File: src/rtl/jpeg_enc_pkg.sv
`default_nettype none
// ============================================================================
//  Package : jpeg_enc_pkg
//  Shared byte type, stuffing constants and FSM encoding for the JPEG
//  entropy-coded-segment byte stuffer.
//  Revision: 1.0 - initial release
// ============================================================================
package jpeg_enc_pkg;

    typedef logic [7:0] byte_t;

    // A marker-prefix byte inside entropy-coded data must be followed by a
    // zero byte so that decoders do not mistake it for a marker.
    localparam byte_t MARKER_BYTE = 8'hFF;
    localparam byte_t STUFF_BYTE  = 8'h00;

    typedef enum logic [1:0] {
        RUN   = 2'd0,
        FLUSH = 2'd1,
        DONE  = 2'd2
    } stuff_state_e;

endpackage : jpeg_enc_pkg
`default_nettype wire

File: src/rtl/jpeg_ff_stuffer_ff_expand.sv
`default_nettype none
// ============================================================================
//  Module  : ff_expand
//  Combinational byte stuffer for one 32-bit word. Bytes are taken MSB-first;
//  every 0xFF byte is followed by an inserted 0x00.
//  Ports   : word      - input word, [31:24] is the first byte
//            exp_bytes - expanded bytes in stream order, index 0 first
//            count     - number of valid expanded bytes (4..8)
//            ff_cnt    - number of stuff bytes inserted (0..4)
//  Revision: 1.0 - initial release
// ============================================================================
module ff_expand
    import jpeg_enc_pkg::*;
(
    input  logic [31:0] word,
    output byte_t       exp_bytes [8],
    output logic [3:0]  count,
    output logic [2:0]  ff_cnt
);

    logic [3:0] w_pos;
    byte_t      w_b;

    always_comb begin
        for (int j = 0; j < 8; j++) begin
            exp_bytes[j] = STUFF_BYTE;
        end
        w_pos  = '0;
        ff_cnt = '0;
        w_b    = '0;
        for (int k = 0; k < 4; k++) begin
            w_b = word[8*(3-k) +: 8];
            exp_bytes[w_pos[2:0]] = w_b;
            w_pos = w_pos + 4'd1;
            if (w_b == MARKER_BYTE) begin
                exp_bytes[w_pos[2:0]] = STUFF_BYTE;
                w_pos  = w_pos + 4'd1;
                ff_cnt = ff_cnt + 3'd1;
            end
        end
        count = w_pos;
    end

endmodule : ff_expand
`default_nettype wire

File: src/rtl/jpeg_ff_stuffer.sv
`default_nettype none
// ============================================================================
//  Module  : jpeg_ff_stuffer
//  Pops 32-bit encoded words from a FIFO, inserts 0x00 after every 0xFF byte
//  and repacks the resulting byte stream into 32-bit output words. The last,
//  possibly partial, word of a scan is flagged with out_last/out_bytes.
//  Ports   : clk, rst (async, active-low)
//            fifo_empty, read_req, read_data, rdata_valid - FIFO read side
//            eof_in      - pulse: last word of the scan is in the FIFO
//            out_data/out_valid/out_ready/out_last/out_bytes - output stream
//            stuff_count - 0x00 bytes inserted in this scan (saturating)
//  Revision: 1.0 - initial release
// ============================================================================
module jpeg_ff_stuffer
    import jpeg_enc_pkg::*;
#(
    parameter int BUF_BYTES = 16,
    parameter int CNT_W     = 16
) (
    input  logic             clk,
    input  logic             rst,
    input  logic             fifo_empty,
    input  logic [31:0]      read_data,
    input  logic             rdata_valid,
    output logic             read_req,
    input  logic             eof_in,
    output logic [31:0]      out_data,
    output logic             out_valid,
    input  logic             out_ready,
    output logic             out_last,
    output logic [2:0]       out_bytes,
    output logic [CNT_W-1:0] stuff_count
);

    localparam int c_occ_w = $clog2(BUF_BYTES + 1);
    localparam int c_idx_w = $clog2(BUF_BYTES);
    localparam logic [c_occ_w-1:0] c_four       = c_occ_w'(4);
    localparam logic [c_occ_w:0]   c_word_max   = (c_occ_w+1)'(8);
    localparam logic [c_occ_w:0]   c_credit_lim = (c_occ_w+1)'(BUF_BYTES - 8);

    stuff_state_e      r_state;
    stuff_state_e      w_state_nxt;
    byte_t             r_buf     [BUF_BYTES];
    byte_t             w_buf_nxt [BUF_BYTES];
    logic [c_occ_w-1:0] r_occ;
    logic [c_occ_w-1:0] w_occ_nxt;
    logic [c_occ_w-1:0] w_base;
    logic               r_inflight;
    logic               r_eof;
    logic [CNT_W-1:0]   r_stuff_count;
    logic [CNT_W:0]     w_cnt_sum;
    logic [CNT_W-1:0]   w_cnt_nxt;
    logic [c_occ_w:0]   w_credit_sum;

    byte_t      w_exp [8];
    logic [3:0] w_exp_cnt;
    logic [2:0] w_ff_cnt;

    logic       w_run;
    logic       w_flush;
    logic       w_push;
    logic       w_fire;
    logic [2:0] w_pop;
    logic       w_go_flush;

    ff_expand u_expand (
        .word      (read_data),
        .exp_bytes (w_exp),
        .count     (w_exp_cnt),
        .ff_cnt    (w_ff_cnt)
    );

    assign w_run   = (r_state == RUN);
    assign w_flush = (r_state == FLUSH);

    // Credit check counts a word still in flight as a full 8-byte worst case.
    // Gated by rst so the request is low while reset is asserted.
    assign w_credit_sum = {1'b0, r_occ} + (r_inflight ? c_word_max : '0);
    assign read_req     = rst && w_run && !fifo_empty && (w_credit_sum <= c_credit_lim);

    // Only data answering our own request is taken; a word requested before
    // a reset finds r_inflight cleared and is dropped.
    assign w_push = w_run && rdata_valid && r_inflight;

    assign out_valid = w_run ? (r_occ >= c_four) : (w_flush && (r_occ != '0));
    assign w_fire    = out_valid && out_ready;
    assign w_pop     = !w_fire ? 3'd0 : ((r_occ >= c_four) ? 3'd4 : r_occ[2:0]);
    assign out_data  = {r_buf[0], r_buf[1], r_buf[2], r_buf[3]};
    assign out_last  = w_flush && (r_occ != '0) && (r_occ <= c_four);
    assign out_bytes = !out_valid ? 3'd0 : ((r_occ >= c_four) ? 3'd4 : r_occ[2:0]);
    assign stuff_count = r_stuff_count;

    assign w_base    = r_occ - c_occ_w'(w_pop);
    assign w_occ_nxt = w_base + (w_push ? c_occ_w'(w_exp_cnt) : '0);

    assign w_cnt_sum = {1'b0, r_stuff_count} + (CNT_W+1)'(w_ff_cnt);
    assign w_cnt_nxt = w_cnt_sum[CNT_W] ? '1 : w_cnt_sum[CNT_W-1:0];

    assign w_go_flush = r_eof && fifo_empty && !r_inflight && !rdata_valid;

    // Bytes beyond the occupancy are kept at zero: shifting pulls zeros in
    // from the tail and appends write only valid positions, which gives the
    // zero-filled partial words for free.
    always_comb begin
        for (int i = 0; i < BUF_BYTES; i++) begin
            w_buf_nxt[i] = STUFF_BYTE;
            if (i + int'(w_pop) < BUF_BYTES) begin
                w_buf_nxt[i] = r_buf[c_idx_w'(i + int'(w_pop))];
            end
        end
        if (w_push) begin
            for (int j = 0; j < 8; j++) begin
                if ((j < int'(w_exp_cnt)) && (int'(w_base) + j < BUF_BYTES)) begin
                    w_buf_nxt[c_idx_w'(int'(w_base) + j)] = w_exp[j];
                end
            end
        end
    end

    always_comb begin
        w_state_nxt = r_state;
        case (r_state)
            RUN: begin
                if (w_go_flush) begin
                    w_state_nxt = FLUSH;
                end
            end
            FLUSH: begin
                // Leave once the buffer is empty or its final word is taken.
                if (r_occ == '0) begin
                    w_state_nxt = DONE;
                end else if (w_fire && (r_occ <= c_four)) begin
                    w_state_nxt = DONE;
                end
            end
            DONE: begin
                w_state_nxt = RUN;
            end
            default: begin
                w_state_nxt = RUN;
            end
        endcase
    end

    always_ff @(posedge clk or negedge rst) begin
        if (!rst) begin
            r_state       <= RUN;
            r_occ         <= '0;
            r_inflight    <= 1'b0;
            r_eof         <= 1'b0;
            r_stuff_count <= '0;
            r_buf         <= '{default: STUFF_BYTE};
        end else begin
            r_state    <= w_state_nxt;
            r_occ      <= w_occ_nxt;
            r_inflight <= read_req;
            r_buf      <= w_buf_nxt;
            if (r_state == DONE) begin
                r_eof         <= 1'b0;
                r_stuff_count <= '0;
            end else begin
                if (eof_in && w_run) begin
                    r_eof <= 1'b1;
                end
                if (w_push) begin
                    r_stuff_count <= w_cnt_nxt;
                end
            end
        end
    end

endmodule : jpeg_ff_stuffer
`default_nettype wire

File: config.mk
export PLATFORM = sky130hd
export DESIGN_NAME = jpeg_ff_stuffer
export DESIGN_NICKNAME = d
export VERILOG_FILES = /design/src/rtl/jpeg_enc_pkg.sv /design/src/rtl/jpeg_ff_stuffer_ff_expand.sv /design/src/rtl/jpeg_ff_stuffer.sv
export SDC_FILE = /design/constraint.sdc
export NUM_CORES = 1
export LEC_CHECK = 0
export CAP_MARGIN = 20
export CORE_MARGIN = 4
export CORE_UTILIZATION = 45
export DETAILED_ROUTE_END_ITERATION = 7
export PLACE_DENSITY_LB_ADDON = 0.25
export SKIP_CTS_REPAIR_TIMING = 1
export SYNTH_ARGS = -nofsm -noshare
export SYNTH_HDL_FRONTEND = slang
export SYNTH_SLANG_ARGS = --single-unit
File: constraint.sdc
create_clock -name clk -period 5.2 [get_ports clk]
set_clock_uncertainty 0.2 [all_clocks]
set_input_delay 1.04 -clock clk [delete_from_list [all_inputs] [get_ports clk]]
set_output_delay 1.04 -clock clk [all_outputs]
set_load 0.005 [all_outputs]
## Word level (Yosys, flattened, before mapping)

Cells that the tools add are included.

- Logic and storage cells: 368
- Input bits: 38
- Register bits: 153

- Muxes and demuxes: 145
- Reductions and logical operators: 44
- Magnitude comparators: 79
- Bitwise gates (word level): 36
- Equality and inequality tests: 8
- Add/sub/neg operators: 35

Operator list:

| operator | number |
|---|---|
| $mux W128 | 16 |
| $bwmux W128 | 8 |
| $lt A32 B6 Y1 const B | 22 |
| $bmux W8 S4 | 16 |
| $mux W8 | 62 |
| $demux W8 S4 | 8 |
| $and A64 B64 Y64 | 3 |
| $bwmux W64 | 3 |
| $mux W64 | 3 |
| $not A64 Y64 | 3 |
| $demux W8 S3 | 6 |
| $ge A4 B5 Y1 const B | 24 |
| $not A4 Y4 | 23 |
| $lt A4 B1 Y1 const B | 14 |
| $mux W16 | 3 |
| $add A4 B3 Y5 const A | 8 |
| $logic_and A1 B1 Y1 | 35 |
| $eq A8 B8 Y1 const B | 4 |
| $add A5 B3 Y6 const B | 4 |
| $ge A4 B4 Y1 const B | 6 |
| $not A3 Y4 | 6 |
| $add A4 B1 Y4 const B | 5 |
| $mux W4 | 5 |
| $mux W3 | 6 |
| 34 further kinds | 54 |

## Depth between registers and ports, before layout

Gate-level depths: netlist of the first run.

- Depth after elaboration: 41
- Mapped depth: 23

## By module

A second synthesis of the first run with hierarchy kept.

- Cell total of the unflattened synthesis: 2313
- Area total of the unflattened synthesis: 19308.5 um2

Modules (own cells, without submodules):

| module | times used | area an instance (um2) | cells each |
|---|---|---|---|
| jpeg_ff_stuffer | 1 | 17053.9 | 1995 |
| ff_expand | 1 | 2254.7 | 318 |

## Worst setup path before layout of the first run

OpenSTA, ideal clock, no wires.

- Path type: input port to flip-flop
- Start point: input out_ready
- End point: register r_buf, in the netlist out_data[9]
- Data required time: 4.918 ns
- Path buffers: 6
- Stages on the path: 17
- Setup time: 0.082 ns
- Data arrival time: 5.746 ns
- Path slack: -0.828 ns
- Cell sequence: nand4b_1 clkbuf_1 clkbuf_1 clkbuf_1 clkbuf_1 fa_1 xor2_1 clkinv_1 clkbuf_1 ha_1 a2111oi_0 o221ai_1 clkbuf_1 o21ai_0 a21oi_1 a221o_1 a31oi_1

RTL lines:

| item | line | RTL |
|---|---|---|
| from (decl) | jpeg_ff_stuffer.sv:29 | `input logic out_ready,` |
| to (signal assigned) | jpeg_ff_stuffer.sv:157 | `r_buf <= w_buf_nxt;` |
| to (decl) | jpeg_ff_stuffer.sv:43 | `byte_t r_buf [BUF_BYTES];` |

==> results of run 1 <==
stage by stage:
stage	power, W	setup WS (ns)	hold slack (ns)
final	0.01293	-0.02799	0.2788
after global routing	0.01330	-0.05819	0.2861
after CTS	0.01234	-0.1779	0.2713
after detailed placement	0.01102	-0.6841	0.3042
after global placement	0.01082	-0.5648	0.2975
after floorplan	0.006897	0.01979	0.2628
power groups by stage:
stage               clock network [W]  logic (W)  registers [W]
floorplan                           0    0.00514        0.00176
global placement                    0    0.00890        0.00192
detailed placement                  0    0.00907        0.00194
CTS                           0.00128    0.00913        0.00193
global route                  0.00134    0.00998        0.00198
finish                        0.00128    0.00968        0.00196
worst max-delay path, delay by kind of cell:
| family | cells | cell delay, ns |
|---|---|---|
| fa+ha+maj | 2 | 0.71 |
| simple gates | 4 | 0.70 |
| buf+inv | 6 | 1.28 |
| compound gates | 4 | 1.48 |
| mux | 1 | 0.13 |
flip-flops by register name, indices dropped and copies added (netlist names):
signal and flops:
r_buf 96, r_state 2, r_eof 1, out_data 32, r_inflight 1, stuff_count 16, r_occ 5
area by class of cell:
class                      count  area [um2]  area share
antenna                        2       5.005   0.0001951
timing repair buffer         678        5732      0.2234
clock inverter                14       138.9    0.005414
inverter                      41       157.7    0.006145
tap                          577       721.9     0.02814
multi-input combinational   1969       14640      0.5707
sequential                   153        3829      0.1492
clock buffer                  18       429.2     0.01673
routing by layer:
layer | vias up | routed length [um] | part of all wire | global-route usage
met2 | 1976 | 47590 | 0.43 | 0.7030
li1 | 10072 | - | - | -
met5 | - | 0 | 0 | 0
met3 | 577 | 11940 | 0.11 | 0.1101
met1 | 11673 | 39920 | 0.36 | 0.5550
met4 | 0 | 10180 | 0.093 | 0.3165
cells in the final DEF, fill, tap and decap left out, types with 61 or more instances in the layout:
cell,synthesis,final
dfrtp_1,153,153
a21oi_1,173,172
clkdlybuf4s50_1,0,90
nand3_1,66,61
buf_4,36,550
nand2_1,239,236
mux4_2,81,81
nor2_1,197,192
mux2i_1,298,298
o21ai_0,160,152
kinds of logic (layout without fill, tap and decap cells):
kind of cell / Yosys count / count (layout) / share of synthesized area
adder cells (fa/ha/maj): 38 / 38 / 0.02593
AO/OA/AOI/OAI: 769 / 769 / 0.2651
AND/OR/NAND/NOR: 749 / 750 / 0.1825
multiplexers: 397 / 397 / 0.2593
other: 0 / 2 / 0
flip-flops: 153 / 153 / 0.1974
buffers and inverters: 255 / 751 / 0.06095
XOR/XNOR: 15 / 15 / 0.008900
path summary, 6_finish.rpt:
kind | endpoint | slack (ns) | cells past startpoint
max | r_buf[68]$_DFF_PN0_ | -0.03 | 17
min | r_buf[58]$_DFF_PN0_ | 0.28 | 1
max reg2reg | r_buf[68]$_DFF_PN0_ | 0.27 | 17
min reg2reg | r_eof$_DFFE_PN0P_ | 0.33 | 2
max in group asynchronous | r_buf[64]$_DFF_PN0_ | 2.56 | 3
min in group clk | r_eof$_DFFE_PN0P_ | 0.33 | 2
==> results.toml, run 1 <==
[grt]
grt_pass1_wl_um = 157400
grt_use_total = 0.4534
overflow = 0
antenna_found_initial = 2
grt_max_degree = 60
first_global_vias = 23659

[synthesis]
synth.yosys.seq_area_share = 0.1974
yosys-top-cells-area = "dfrtp_1 20%, mux2i_1 15%, mux4_2 9.4%, nand2_1 4.6%, a21oi_1 4.5%"
synth_area_um2 = 19400
netlist_top_cells_count = "298 x mux2i_1, 239 x nand2_1, 197 x nor2_1, 173 x a21oi_1, 160 x o21ai_0"
synth.distinct_cells = 89
synthCells = 2376
ys.flop_type = "dfrtp_1"
ys_seq_elements = 153
synth_top_area_frac = 0.1974
yosys.area.top_type = "dfrtp_1"
syn-num-nets = 2451
synthArstFlopShare = 1.000
synth_most_common_cell = "mux2i_1"
yosys_warnings = 0
synth_edf_count = 0
synth.avg_cell_area_um2 = 8.165

[finish]
fin_cells = 3452
nFillCells = 3716
syn_to_final_growth_pct = 32.24
final_layout_size_suffix_gt1_frac = 0.2868
design_area_um2 = 25650
fin_util = 0.6061
nets = 2935

[placement]
io_buffers = 91
place_hpwl_um = 87860
place_inst = 3409
place_area_um2 = 24860
routabilityCongestion = 1.134

[detailed_routing]
drc = 0
vias = 24298
routed_wl_um = 109600
drt_first_pass_iters = 6
wl_per_cell_um = 31.76
ant_nets = 0
drtIter0Drc = 3687
viasPerCell = 7.039

[clock_tree]
cts_buffers = 17
cts_tree = "yes"
root_buffer = "clkbuf_16"
htree_levels = 4
clockBufferDepth = 2
clkTransAtPathRegs_ns = 0.07
clock_latency_ns = 0.50
clock_sinks = 153

[status]
violations = "negative setup slack"
status = "finished with violations"

[pwr]
ir_drop_mv = 0.4775
power_frac_seq = 0.152
p_int_w = 0.006290
switching_power_w = 0.006638
combPwrFrac = 0.749
p_per_area_nw_per_um2 = 504.0
p_leak_nw = 11.18
swShare = 0.5134
p_clk_frac = 0.099

[worst_setup_path]
crit_required_ns = 5.34
end_kind = "flop"
path_max_fanout = 8
path_class = "input port to flop"
slowest_stage = "a22oi_2"
critPathMaxStageDelay_ns = 0.66
start_kind = "input port"
cp-startpoint = "read_data[18]"
cpMostUsedCell = "buf_4"
crit_chain = "clkdlybuf4s50_1 -> nand4_1 -> or2_2 -> inv_1 -> fa_2 -> buf_4 -> ha_1 -> buf_4 -> buf_4 -> nand4_1 -> o211ai_4 -> a22oi_2 -> buf_6 -> nor2_1 -> mux2i_1 -> o221a_2 -> o31ai_1"
crit_arrival_ns = 5.36
rr_startpoint = "r_occ[3]$_DFF_PN0_"

[timing]
drv_slew = 0
hold_viol = 0
tns_ns = -0.06221
relSlewSlack = 0.3095
worst_pin_slew_ns = 1.034
clock.fmax_mhz = 191.3
min_period_ns = 5.228
fin_crit_sh = 1.005
setup_viol = 4
setup_slack_ns = -0.02799
grt_setup_unrepaired = "true"

[floorplan]
die-height_um = 215.6
coreArea_um2 = 42320
io_pins = 92
fp.dieArea_um2 = 46500
start_util = 0.4584
placementRows = 75
die_width_um = 215.6

[run]
maxCapViolCount = 0

[min_path]
hp-class = "input port to async pin"
Power figures use the tool's default switching activity.
==> inputs of run 2 (changes only) <==
- ABC_CLOCK_PERIOD_IN_PS: not set -> 5200
- SLEW_MARGIN: not set -> 30
==> results of run 2 <==
Same layout as run 1: the final DEF is identical, and so are final timing and power.
